### src/rtl/sequence_transmitter_if.sv
// Control/data bundle for sequence_transmitter: start/abort/repeat request in,
// serial stream plus status out.
interface sequence_transmitter_if #(
  parameter int unsigned CNT_W = 4
);
  logic             start;
  logic [CNT_W-1:0] repeat_cnt;
  logic             abort;
  logic             seq;
  logic             seq_valid;
  logic             busy;
  logic             done;

  modport master (
    output start, repeat_cnt, abort,
    input  seq, seq_valid, busy, done
  );

  modport slave (
    input  start, repeat_cnt, abort,
    output seq, seq_valid, busy, done
  );
endinterface

### src/rtl/sequence_transmitter.sv
// Shifts a fixed pattern out MSB-first, repeated repeat_cnt times with GAP zero
// cycles between frames. All outputs are registered.
module sequence_transmitter #(
  parameter int unsigned        PAT_LEN = 6,
  parameter logic [PAT_LEN-1:0] PATTERN = 6'b110110,
  parameter int unsigned        GAP     = 1,
  parameter int unsigned        CNT_W   = 4
) (
  input logic                   clk,
  input logic                   rst,
  sequence_transmitter_if.slave bus
);

  localparam int unsigned BIT_W = (PAT_LEN > 1) ? $clog2(PAT_LEN) : 1;
  localparam int unsigned GAP_W = 3;
  localparam logic [BIT_W-1:0] LAST_BIT = BIT_W'(PAT_LEN - 1);
  localparam logic [GAP_W-1:0] LAST_GAP = GAP_W'(GAP - 1);

  typedef enum logic [1:0] {StIdle, StShift, StGap, StDone} state_e;

  state_e             state_q, state_d;
  logic [PAT_LEN-1:0] shreg_q, shreg_d;
  logic [BIT_W-1:0]   bit_cnt_q, bit_cnt_d;
  logic [CNT_W-1:0]   frame_cnt_q, frame_cnt_d;
  logic [GAP_W-1:0]   gap_cnt_q, gap_cnt_d;
  logic               seq_q, seq_d;
  logic               seq_valid_q, seq_valid_d;
  logic               busy_q, busy_d;
  logic               done_q, done_d;
  logic               load;

  always_comb begin
    state_d     = state_q;
    shreg_d     = shreg_q;
    bit_cnt_d   = bit_cnt_q;
    frame_cnt_d = frame_cnt_q;
    gap_cnt_d   = gap_cnt_q;
    seq_d       = 1'b0;
    seq_valid_d = 1'b0;
    busy_d      = 1'b0;
    done_d      = 1'b0;
    load        = 1'b0;

    if (bus.abort) begin
      state_d     = StIdle;
      shreg_d     = '0;
      bit_cnt_d   = '0;
      frame_cnt_d = '0;
      gap_cnt_d   = '0;
    end else begin
      unique case (state_q)
        StIdle, StDone: begin
          state_d = StIdle;
          if (bus.start) begin
            if (bus.repeat_cnt != '0) begin
              state_d     = StShift;
              frame_cnt_d = bus.repeat_cnt;
              load        = 1'b1;
            end else begin
              state_d = StDone;
              done_d  = 1'b1;
            end
          end
        end
        StShift: begin
          if (bit_cnt_q != LAST_BIT) begin
            seq_d       = shreg_q[PAT_LEN-1];
            shreg_d     = shreg_q << 1;
            bit_cnt_d   = bit_cnt_q + 1'b1;
            seq_valid_d = 1'b1;
            busy_d      = 1'b1;
          end else begin
            // Last bit of this frame is on the wire now; decide what follows it.
            bit_cnt_d   = '0;
            frame_cnt_d = frame_cnt_q - 1'b1;
            if (frame_cnt_q == CNT_W'(1)) begin
              state_d = StDone;
              done_d  = 1'b1;
            end else if (GAP != 0) begin
              state_d   = StGap;
              gap_cnt_d = '0;
              busy_d    = 1'b1;
            end else begin
              load = 1'b1;
            end
          end
        end
        StGap: begin
          busy_d = 1'b1;
          if (gap_cnt_q == LAST_GAP) begin
            state_d   = StShift;
            gap_cnt_d = '0;
            load      = 1'b1;
          end else begin
            gap_cnt_d = gap_cnt_q + 1'b1;
          end
        end
        default: state_d = StIdle;
      endcase
    end

    // Start of a frame: first bit goes out next cycle, rest wait in the shifter.
    if (load) begin
      seq_d       = PATTERN[PAT_LEN-1];
      shreg_d     = PATTERN << 1;
      bit_cnt_d   = '0;
      seq_valid_d = 1'b1;
      busy_d      = 1'b1;
    end
  end

  always_ff @(posedge clk or negedge rst) begin
    if (!rst) begin
      state_q     <= StIdle;
      shreg_q     <= '0;
      bit_cnt_q   <= '0;
      frame_cnt_q <= '0;
      gap_cnt_q   <= '0;
      seq_q       <= 1'b0;
      seq_valid_q <= 1'b0;
      busy_q      <= 1'b0;
      done_q      <= 1'b0;
    end else begin
      state_q     <= state_d;
      shreg_q     <= shreg_d;
      bit_cnt_q   <= bit_cnt_d;
      frame_cnt_q <= frame_cnt_d;
      gap_cnt_q   <= gap_cnt_d;
      seq_q       <= seq_d;
      seq_valid_q <= seq_valid_d;
      busy_q      <= busy_d;
      done_q      <= done_d;
    end
  end

  assign bus.seq       = seq_q;
  assign bus.seq_valid = seq_valid_q;
  assign bus.busy      = busy_q;
  assign bus.done      = done_q;

endmodule

### src/flat_wrapper.sv
// flat-port wrapper written by rule: the top's interface ports become plain ports
module sequence_transmitter_flat 
#(
  parameter int unsigned        PAT_LEN = 6,
  parameter logic [PAT_LEN-1:0] PATTERN = 6'b110110,
  parameter int unsigned        GAP     = 1,
  parameter int unsigned        CNT_W   = 4
)
  (clk, rst, bus_start, bus_repeat_cnt, bus_abort, bus_seq, bus_seq_valid, bus_busy, bus_done);
  sequence_transmitter_if #(.CNT_W(CNT_W)) bus_i ();
  input logic clk;
  input logic rst;
  input wire logic [$bits(bus_i.start)-1:0] bus_start;
  input wire logic [$bits(bus_i.repeat_cnt)-1:0] bus_repeat_cnt;
  input wire logic [$bits(bus_i.abort)-1:0] bus_abort;
  output wire logic [$bits(bus_i.seq)-1:0] bus_seq;
  output wire logic [$bits(bus_i.seq_valid)-1:0] bus_seq_valid;
  output wire logic [$bits(bus_i.busy)-1:0] bus_busy;
  output wire logic [$bits(bus_i.done)-1:0] bus_done;
  assign bus_i.start = bus_start;
  assign bus_i.repeat_cnt = bus_repeat_cnt;
  assign bus_i.abort = bus_abort;
  assign bus_seq = bus_i.seq;
  assign bus_seq_valid = bus_i.seq_valid;
  assign bus_busy = bus_i.busy;
  assign bus_done = bus_i.done;
  sequence_transmitter #(.PAT_LEN(PAT_LEN), .PATTERN(PATTERN), .GAP(GAP), .CNT_W(CNT_W)) u_core (.clk(clk), .rst(rst), .bus(bus_i));
endmodule
### config.mk
export PLATFORM = sky130hd
export DESIGN_NAME = sequence_transmitter_flat
export DESIGN_NICKNAME = d
export VERILOG_FILES = /design/src/rtl/sequence_transmitter_if.sv /design/src/rtl/sequence_transmitter.sv /design/src/flat_wrapper.sv
export SDC_FILE = /design/constraint.sdc
export NUM_CORES = 1
export LEC_CHECK = 0
export BUFFER_PORTS_ARGS = -buffer_cell sky130_fd_sc_hd__buf_2
export CAP_MARGIN = 5
export CORE_MARGIN = 1.5
export CORE_UTILIZATION = 45
export DETAILED_ROUTE_END_ITERATION = 8
export GPL_TIMING_DRIVEN = 0
export PLACE_DENSITY = 0.64
export SLEW_MARGIN = 0
export SYNTH_ARGS = -nofsm -noshare
export SYNTH_HDL_FRONTEND = slang
export SYNTH_SLANG_ARGS = --single-unit
export TNS_END_PERCENT = 50
### constraint.sdc
create_clock -name clk -period 2.3 [get_ports clk]
set_clock_uncertainty 0.05 [all_clocks]
set_input_delay 0 -clock clk [delete_from_list [all_inputs] [get_ports clk]]
set_output_delay 0 -clock clk [all_outputs]
set_load 0.02 [all_outputs]
======== Yosys cells after proc, flatten, opt, wreduce, memory -nomap -nowiden ========
Index checks and enable logic that the tools add are counted.
operators by class
  reduce and logical (&&, ||, !) cells .... 12
  eq/ne operators ......................... 10
  add/sub/neg operators ................... 3
  multiplexer cells ....................... 49
operators by type and width
  operator                                               number
  2-to-1 mux 3 bit                                       8
  2-to-1 mux 6 bit                                       4
  2-to-1 mux 1 bit                                       22
  2-to-1 mux 4 bit                                       4
  inequality test 3 bit, second input constant           4
  nonzero test 3 bit                                     4
  2-to-1 mux 2 bit                                       5
  one-hot mux 4 bit (2 select lines)                     1
  adder 3 x 1 -> 3 bit, second input constant            2
  inequality test 3 x 2 -> 1 bit, second input constant  2
  one-hot mux 2 bit (3 select lines)                     1
  one-hot mux 3 bit (2 select lines)                     1
  equality test 2 bit, second input constant             2
  equality test 4 x 1 -> 1 bit, second input constant    1
  one-hot mux 1 bit (2 select lines)                     2
  AND reduction 2 bit                                    2
  AND reduction 4 bit                                    1
  nonzero test 4 bit                                     1
  subtractor 4 x 1 -> 4 bit, second input constant       1
  logical NOT 3 bit                                      1
  one-hot mux 1 bit (3 select lines)                     1
  AND reduction 3 bit                                    1
  equality test 2 x 1 -> 1 bit, second input constant    1
  logical NOT 2 bit                                      1
  OR reduction 2 bit                                     1
storage, ports and cells
  bits of input ports ..................... 8
  register bits ........................... 22
  output and inout port bits .............. 4
  logic and storage cells ................. 83

======== Longest topological paths before layout ========
Gate-level depths: netlist (run 1).
  depth in word-level cells ............... 7
  depth in mapped cells ................... 7
  mapped depth without buffers ............ 6

======== Least setup slack after synthesis (run 1) ========
Ideal clock, no wire load.
  path kind ............................... register -> register
  start point ............................. reg u_core.state_q[0]
  end point ............................... reg u_core.frame_cnt_q[3]
  data required time ...................... 2.126 ns
  path buffers ............................ 1
  cell stages (with the launch flop) ...... 8
  library setup time ...................... 0.124 ns
  setup slack ............................. 0.232 ns
  period minus slack after synthesis ...... 2.068 ns
  data arrival time ....................... 1.894 ns
  path through ............................ dfrtp_1 > inv_1 > ha_1 > clkbuf_1 > and2b_2 > a311oi_4 > nor3_1 > a211o_1
between the ends
  word-level cells in the longest chain between the ends .. 4
  elaborated cells between the ends (all ways) .. 11
  those cells by class .................... 5 x eq/ne; 2 x mux; 4 x reduce/logical
RTL lines
  what                                                                      RTL line                     RTL
  from (decl)                                                               sequence_transmitter.sv:21   state_e state_q, state_d;
  from (signal assigned)                                                    sequence_transmitter.sv:114  state_q <= StIdle;
  from (signal assigned)                                                    sequence_transmitter.sv:124  state_q <= state_d;
  equality test 2 bit / logical NOT 2 bit (equally long branches)           sequence_transmitter.sv:51   unique case (state_q)
  OR reduction 2 bit                                                        sequence_transmitter.sv:51
  inequality test 3 x 2 -> 1 bit (no line) (tied with other cells)          --
  AND reduction 4 bit (no line) / 2-to-1 mux 4 bit (equally long branches)  --
  to (signal assigned)                                                      sequence_transmitter.sv:127  frame_cnt_q <= frame_cnt_d;
  to (decl)                                                                 sequence_transmitter.sv:24   logic [CNT_W-1:0] frame_cnt_q, frame_cnt_d;
Parallel ways exist; a longest one is shown, timed or not.
A chain may end at the register's enable or synchronous reset.

======== Worst setup path in the final report (run 1) ========
  start point ............................. reg u_core.state_q[0]
  end point ............................... reg u_core.frame_cnt_q[0]
Same word-level chain as after synthesis.

==> flow_metrics.tcl, run 1 <==
set metrics [dict create \
    status "complete, no violations" \
    postRouteAntennaNets 0 \
    post-route-drc-count 0 \
    grt_max_degree 21 \
    die-area_sq_um 2930 \
    crit_path_end_kind "flop" \
    die_w_um 54.13 \
    grt_overflow 0 \
    setup.worst_path.start_class "flop" \
    initial_core_util_pct 47.47 \
    wl_per_cell_um 14.18 \
    first_global_vias 877 \
    cap_violations 0 \
    rsz0062_at_grt "no" \
    worst_slew_pin_slew_ns 0.5199 \
    insertion_delay_ns 0.30 \
    powerDensity_nw_per_um2 944.2 \
    synth-edff-count 0 \
    cp.buffers_inverters 1 \
    synth_most_common_cell "dfrtp_1" \
    antenna_found_initial 0 \
    crit_chain "inv_1 > ha_1 > and2b_2 > a311oi_4 > nor4_1 > a211o_1" \
    dp_hpwl_um 1741 \
    syn_nets 137 \
    dr.pass1.iters 4 \
    synth-main-ff-cell "dfrtp_1" \
    port-buffer-count 10 \
    cts_tree "done" \
    cp.arrival_ns 2.28 \
    grt_pass1_wl_um 3877 \
    clock-sinks 20 \
    tns_ns 0 \
    synthesis.area_sq_um 1176 \
    area_growth_pct 12.77 \
    synth_top_area_share_pct 42.55 \
    cts_buffers 3 \
    h-tree-depth 1 \
    dr.first_iter.drc_count 24 \
    ir_drop_mv 0.5176 \
    ios 12 \
    gp_congestion 0.8647 \
    synth_area_leader_cell "dfrtp_1" \
    layout-drive-gt1-share_pct 16.67 \
    synth_area_leaders "dfrtp_1 (43%), ha_1 (7.4%), nand2_1 (3.8%)" \
    max-slew-margin-rel_pct 65.27 \
    min_path_type "input port to flop" \
    nNetsFinal 154 \
    ys_types 39 \
    clk_pin_slew_worst_paths_ns 0.11 \
    hold_viol_final 0 \
    postCtsSetupBuffers 0 \
    cts_resized 0 \
    max_stage_delay_ns 0.47 \
    cp.required_ns 2.44 \
    ys_warn_count 0 \
    die_h_um 54.13 \
    cp_top_family "compound AO/OA/AOI/OAI gates" \
    num_rows 18 \
    yosysSeqAreaShare_pct 42.55 \
    cp_slowest_cell "ha_1" \
    ctsRootBufferMaster "clkbuf_4" \
    synth_common_cells "dfrtp_1 (20), nand2_1 (12), inv_1 (9)" \
    cp_max_fo 10 \
    setup-violations-final 0 \
    vias_per_cell 5.673 \
    cts_buffer_depth 2 \
    min_period_ns 2.136 \
    crit_type "flop to flop" \
    num_vias 953 \
    grtUsageTotal_pct 18.82 \
    max_freq_ghz 0.4681 \
    routed_wl_um 2382 \
    p_leak_nw 0.6249 \
    synth_cells 122 \
    core_sq_um 2477 \
    fin_crit_sh_pct 92.87 \
    power_mw 1.252 \
    synth-seq-cells 20 \
    antennaDiodeCount 0 \
    syn_area_per_cell_sq_um 9.640 \
    ys_async_sr_fraction_pct 100.0 \
    drv_slew 0 \
]
-- layout by cell type (no fill, tap or decap), types with 2 or more instances in the layout --
| master | count |
|---|---|
| nand3_1 | 3 |
| nor3b_1 | 2 |
| a21oi_1 | 7 |
| nand4b_1 | 2 |
| nor2_1 | 6 |
| clkbuf_4 | 3 |
| or2_2 | 3 |
| ha_1 | 7 |
| buf_2 | 11 |
| o31ai_1 | 3 |
| dfrtp_1 | 20 |
| o21bai_1 | 2 |
| nor3_1 | 2 |
| a211oi_1 | 2 |
| mux2i_1 | 3 |
| a211o_1 | 2 |
| nand2_1 | 12 |
| clkbuf_1 | 2 |
| nand2b_1 | 4 |
| or3_1 | 2 |
| inv_1 | 9 |
| nand3b_1 | 3 |
| o21ai_0 | 7 |
| dlygate4sd3_1 | 3 |
-- layer usage --
metal	vias up	global-route usage, %	share of wire, %
met5	-	0	0
met4	0	2.500	0
met3	0	5.833	5.0
met2	16	32.53	49
met1	467	23.44	46
li1	470	-	-
-- registers in the layout, summed over array words and instances (netlist names) --
register	count
u_core.bus.seq_valid	1
u_core.frame_cnt_q	4
u_core.shreg_q	4
u_core.bus.done	1
u_core.gap_cnt_q	3
u_core.state_q	2
u_core.bus.seq	1
u_core.bus.busy	1
u_core.bit_cnt_q	3
-- where the power goes --
part	total, mW	switching (mW)	internal, mW
logic	0.537	0.319	0.218
registers	0.511	0.0695	0.442
clock network	0.204	0.107	0.0966
total	1.25	0.496	0.757
-- worst paths after layout --
path,start,to,slack [ns],cells after the start
min reg2reg,u_core.shreg_q[2],u_core.shreg_q[2],0.45,2
min,bus_repeat_cnt[1],u_core.frame_cnt_q[1],0.03,3
max in group asynchronous,rst,u_core.bit_cnt_q[1],1.79,2
min in group asynchronous,rst,u_core.frame_cnt_q[2],0.10,2
max,u_core.state_q[0],u_core.frame_cnt_q[0],0.16,6
max reg2reg,u_core.state_q[0],u_core.frame_cnt_q[0],0.16,6
-- worst reg2reg max path, stage by stage, from the launching register on --
cell,delay [ns]
dfrtp_1,0.39
inv_1,0.07
ha_1,0.47
and2b_2,0.28
a311oi_4,0.40
nor4_1,0.09
a211o_1,0.28
-- layout make-up --
cell class                      count  area, sq um
Multi-Input combinational cell     89        625.6
Inverter                            9        33.78
Clock buffer                        4        36.28
Buffer                              3        12.51
Sequential cell                    20        500.5
Tap cell                           30        37.54
Timing Repair Buffer               13        80.08
Fill cell                         257         1151
-- timing repair --
| item | CTS | global route |
|---|---|---|
| hold buffers | 3 | 0 |
| setup endpoints to repair | 0 | 4 |
| endpoints found under the hold margin | 22 | 0 |
-- cell families (layout without fill, tap and decap cells) --
logic type | Yosys count | after routing | synth area share [%]
xor+xnor | 1 | 1 | 0.7448
mux | 4 | 4 | 3.511
compound gates | 30 | 30 | 18.51
simple gates | 47 | 47 | 22.98
fa+ha+maj | 7 | 7 | 7.446
buf+inv | 13 | 29 | 4.255
flops | 20 | 20 | 42.55
-- per-stage QoR --
step / area [sq um] / setup WS [ns] / util, % / hold slack, ns / instances
finish: 1326 / 0.1639 / 53.54 / 0.02979 / 168
global route: 1326 / 0.02294 / 53.54 / 0.02375 / 168
CTS: 1330 / 0.03019 / 53.69 / 0.009843 / 169
detailed placement: 1264 / 0.06775 / 51.01 / -0.07388 / 162
global placement: 1264 / 0.07815 / 51.01 / -0.07365 / 162
floorplan: 1176 / 0.2320 / - / -0.3456 / 122
No activity file was read; power rests on OpenSTA's default activity.
==> run 2: changes to the inputs <==
--- a/config.mk
+++ b/config.mk
@@ -11,7 +11,7 @@
 export CORE_UTILIZATION = 45
 export DETAILED_ROUTE_END_ITERATION = 8
 export GPL_TIMING_DRIVEN = 0
-export PLACE_DENSITY = 0.64
+export PLACE_DENSITY = 0.7
 export SLEW_MARGIN = 0
 export SYNTH_ARGS = -nofsm -noshare
 export SYNTH_HDL_FRONTEND = slang
==> flow_metrics.tcl, run 2 (synthesis gave the netlist of run 1 again) <==
set metrics [dict create \
    status "complete, no violations" \
    cp.buffers_inverters 1 \
    wl_met3_um 90 \
    ios 12 \
    cts_tree "done" \
    layout-drive-gt1-share_pct 16.67 \
    ctsRootBufferMaster "clkbuf_4" \
    hold_viol_final 0 \
    top_regs "u_core.frame_cnt_q x4, u_core.shreg_q x4" \
    wl_met1_um 1121 \
    max_stage_delay_ns 0.47 \
    vias_per_cell 5.601 \
    top_layer "met4" \
    die_h_um 54.13 \
    h-tree-depth 1 \
    cts_buffers 3 \
    max-slew-margin-rel_pct 66.31 \
    cap_violations 0 \
    dr.pass1.iters 4 \
    port-buffer-count 10 \
    grt_pass1_wl_um 4133 \
    setup-violations-final 0 \
    drv_slew 0 \
    core_sq_um 2477 \
    nFillCells 236 \
    post-route-drc-count 0 \
    crit_type "flop to flop" \
    nNetsFinal 154 \
    powerDensity_nw_per_um2 939.2 \
    worst_slew_pin_slew_ns 0.5043 \
    multi_input_area_sq_um 625.6 \
    clk_pin_slew_worst_paths_ns 0.12 \
    p_leak_nw 0.6249 \
    cts_buffer_depth 2 \
    grtUsageTotal_pct 19.56 \
    postRouteAntennaNets 0 \
    rsz0062_at_grt "no" \
    mostFrequentLayoutCell "dfrtp_1" \
    grt_max_degree 21 \
    min_period_ns 2.135 \
    die-area_sq_um 2930 \
    crit_path_end_kind "flop" \
    num_vias 941 \
    final_cell_mix "dfrtp_1 (20), nand2_1 (12), buf_2 (11)" \
    tns_ns 0 \
    dp_hpwl_um 1686 \
    cp_max_fo 10 \
    utilization_pct 53.54 \
    initial_core_util_pct 47.47 \
    power_mw 1.246 \
    max_freq_ghz 0.4685 \
    hold_ws_ns 0.03666 \
    first_global_vias 908 \
    ir_drop_mv 0.6477 \
    setup.worst_path.start_class "flop" \
    antennaDiodeCount 0 \
    regArea_sq_um 500.5 \
    cp_top_family "compound AO/OA/AOI/OAI gates" \
    cts_resized 0 \
    insertion_delay_ns 0.30 \
    cp.arrival_ns 2.27 \
    dr.first_iter.drc_count 24 \
    die_w_um 54.13 \
    route.met2.wl_um 1102 \
    area_growth_pct 12.77 \
    cp.required_ns 2.44 \
    antenna_found_initial 0 \
    routed_wl_um 2334 \
    num_rows 18 \
    min_path_type "input port to flop" \
    crit_chain "inv_1 > ha_1 > and2b_2 > a311oi_4 > nor3_1 > a211o_1" \
    gp_congestion 0.7514 \
    fin_crit_sh_pct 92.81 \
    wl_per_cell_um 13.89 \
    grt_overflow 0 \
    cp_slowest_cell "ha_1" \
    clock-sinks 20 \
]
==> run 2: cell counts in the layout (fill, tap and decap cells not counted) <==
No cell type changed its count.
==> run 2: final cells by class <==
cell class / count / share of cell area (%)
buffer: 3 / 0.9434
clock buffer: 4 / 2.736
inverter: 9 / 2.547
multi-input combinational: 89 / 47.17
sequential: 20 / 37.74
tap: 30 / 2.830
timing repair buffer: 13 / 6.038
==> run 2: worst register-to-register path, delay by kind of cell, from the launching register on <==
kind            cells  cell delay, ns
compound gates      2            0.67
fa+ha+maj           1            0.47
simple gates        2            0.37
buf+inv             1            0.08
flops               1            0.39
==> run 2: timing repair <==
item | 4_1_cts | 5_1_grt
endpoints found under the setup margin | 0 | 4
endpoints found under the hold margin | 22 | 0
setup buffers | 0 | 0
hold buffers | 3 | 0
==> run 2: metal layers <==
metal,vias to the layer above,GRT usage [%]
met1,454,26.00
li1,470,-
met3,2,6.389
met2,15,29.32
met4,0,7.500
met5,-,0
==> run 2: through the flow <==
step / cell area [sq um] / setup WS, ns / std cells
final: 1326 / 0.1654 / 168
after global routing: 1326 / 0.02194 / 168
after CTS: 1330 / 0.01187 / 169
after detailed placement: 1264 / 0.05055 / 162
after global placement: 1264 / 0.07603 / 162
after floorplan: 1176 / 0.2320 / 122
==> run 2: where the power goes <==
group	internal (mW)	switching, mW	leakage, nW
clock	0.0966	0.106	0.0210
combinational	0.219	0.315	0.337
sequential	0.442	0.0674	0.267
total	0.757	0.488	0.625
==> run 2: worst paths after layout <==
kind                                    from               endpoint  slack, ns  depth (start not counted)
max in group asynchronous                rst  u_core.frame_cnt_q[1]       1.77                          2
min                        bus_repeat_cnt[1]  u_core.frame_cnt_q[1]       0.04                          3
min reg2reg                u_core.shreg_q[5]         u_core.bus.seq       0.44                          2
max reg2reg                u_core.state_q[0]  u_core.frame_cnt_q[3]       0.17                          6
min in group asynchronous                rst  u_core.frame_cnt_q[2]       0.10                          2
max                        u_core.state_q[0]  u_core.frame_cnt_q[3]       0.17                          6
==> run 3: changes to the inputs <==
--- a/config.mk
+++ b/config.mk
@@ -8,10 +8,10 @@
 export BUFFER_PORTS_ARGS = -buffer_cell sky130_fd_sc_hd__buf_2
 export CAP_MARGIN = 5
 export CORE_MARGIN = 1.5
-export CORE_UTILIZATION = 45
+export CORE_UTILIZATION = 43
 export DETAILED_ROUTE_END_ITERATION = 8
 export GPL_TIMING_DRIVEN = 0
-export PLACE_DENSITY = 0.7
+export PLACE_DENSITY = 0.67
 export SLEW_MARGIN = 0
 export SYNTH_ARGS = -nofsm -noshare
 export SYNTH_HDL_FRONTEND = slang
==> flow_metrics.tcl, run 3 (synthesis gave the netlist of run 1 again) <==
set metrics [dict create \
    placed_area_sq_um 1264 \
    vias_per_cell 5.734 \
    crit_chain "inv_1 > ha_1 > and2b_2 > a311oi_4 > nor3_1 > a211o_1" \
    powerDensity_nw_per_um2 942.7 \
    max-slew-margin-rel_pct 68.05 \
    nNetsFinal 155 \
    max_freq_ghz 0.4742 \
    p_leak_nw 0.6291 \
    post-route-drc-count 0 \
    cap_violations 0 \
    place_inst 162 \
    die_w_um 55.30 \
    nFillCells 253 \
    cp_top_family "compound AO/OA/AOI/OAI gates" \
    clk_pin_slew_worst_paths_ns 0.11 \
    cp_max_fo 10 \
    h-tree-depth 1 \
    setup-violations-final 0 \
    cts_resized 0 \
    clock-sinks 20 \
    layout-drive-gt1-share_pct 16.55 \
    num_vias 969 \
    dp_hpwl_um 1734 \
    die-area_sq_um 3058 \
    worst_slew_pin_slew_ns 0.4793 \
    cts_buffer_depth 2 \
    gp_congestion 0.8135 \
    insertion_delay_ns 0.30 \
    ios 12 \
    final_cell_mix "dfrtp_1 (20), nand2_1 (12), buf_2 (11)" \
    routed_wl_um 2358 \
    wl_per_cell_um 13.95 \
    cp_slowest_cell "ha_1" \
    ir_drop_mv 0.5227 \
    cp.buffers_inverters 1 \
    grt_max_degree 21 \
    utilization_pct 52.98 \
    max_stage_delay_ns 0.46 \
    setup.worst_path.start_class "flop" \
    crit_type "flop to flop" \
    postCtsSetupBuffers 0 \
    status "complete, no violations" \
    top_regs "u_core.frame_cnt_q x4, u_core.shreg_q x4" \
    min_period_ns 2.109 \
    antennaDiodeCount 0 \
    port-buffer-count 10 \
    area_growth_pct 13.62 \
    mostFrequentLayoutCell "dfrtp_1" \
    cts_tree "done" \
    dr.pass1.iters 4 \
    finalInstanceArea_sq_um 1336 \
    cts_buffers 3 \
    dr.first_iter.drc_count 35 \
    fin_cells 169 \
    drv_slew 0 \
    core_sq_um 2522 \
    tns_ns 0 \
    initial_core_util_pct 46.63 \
    hold_viol_final 0 \
    grtUsageTotal_pct 16.39 \
    die_h_um 55.30 \
    rsz0062_at_grt "no" \
    min_path_type "input port to flop" \
    grt_pass1_wl_um 4050 \
    cp.required_ns 2.45 \
    crit_path_end_kind "flop" \
    ctsRootBufferMaster "clkbuf_4" \
    postRouteAntennaNets 0 \
    num_rows 18 \
    first_global_vias 914 \
    grt_overflow 0 \
    antenna_found_initial 0 \
    cp.arrival_ns 2.26 \
    fin_crit_sh_pct 91.68 \
]
-- run 3: cell count changes in the layout (fill, tap and decap cells not counted), sizes merged --
cell and delta:
dlygate4sd3 +1
-- run 3: report_power, final --
| part | internal (mW) | switching (mW) |
|---|---|---|
| Clock | 0.0967 | 0.112 |
| Sequential | 0.442 | 0.0688 |
| Combinational | 0.220 | 0.321 |
| Total | 0.759 | 0.501 |
-- run 3: cell type report --
| type | instances | area (sq um) | share of cell area [%] |
|---|---|---|---|
| multi-input cells | 89 | 625.6 | 46.82 |
| flip-flops and latches | 20 | 500.5 | 37.45 |
| repair buffers | 14 | 90.09 | 6.742 |
| well taps | 30 | 37.54 | 2.809 |
| clock buffers | 4 | 36.28 | 2.715 |
| inverters | 9 | 33.78 | 2.528 |
| plain buffers | 3 | 12.51 | 0.9363 |
-- run 3: repair_timing --
item / CTS / global route
hold endpoints to repair: 23 / 0
hold buffers: 4 / 0
endpoints found under the setup margin: 0 / 4
-- run 3: final timing paths --
| check | end | depth (start not counted) | from | slack [ns] |
|---|---|---|---|---|
| max | u_core.frame_cnt_q[3] | 6 | u_core.state_q[0] | 0.19 |
| max reg2reg | u_core.frame_cnt_q[3] | 6 | u_core.state_q[0] | 0.19 |
| min | u_core.bus.done | 4 | bus_repeat_cnt[3] | 0.09 |
| min in group asynchronous | u_core.state_q[0] | 2 | rst | 0.10 |
| max in group asynchronous | u_core.shreg_q[3] | 2 | rst | 1.79 |
| min reg2reg | u_core.bus.seq | 2 | u_core.shreg_q[5] | 0.45 |
-- run 3: worst register-to-register path: stages (launching register included) --
cell	delay, ns
dfrtp_1	0.39
inv_1	0.07
ha_1	0.46
and2b_2	0.28
a311oi_4	0.39
nor3_1	0.09
a211o_1	0.27
-- run 3: metal layers --
layer | global-route usage (%) | wire length, um | vias up
met1 | 21.86 | 1148 | 482
li1 | - | - | 471
met2 | 27.55 | 1119 | 14
met5 | 0 | 0 | -
met4 | 5.226 | 27 | 0
met3 | 2.108 | 63 | 2
-- run 3: metrics by stage --
step	setup slack [ns]	hold slack, ns	power [mW]
2_1_floorplan	0.2320	-0.3456	0.9085
3_3_place_gp	0.08526	-0.07721	1.025
3_5_place_dp	0.06122	-0.06942	1.044
4_1_cts	0.04688	0.07895	1.261
5_1_grt	0.03495	0.09738	1.346
6_report	0.1913	0.08758	1.260
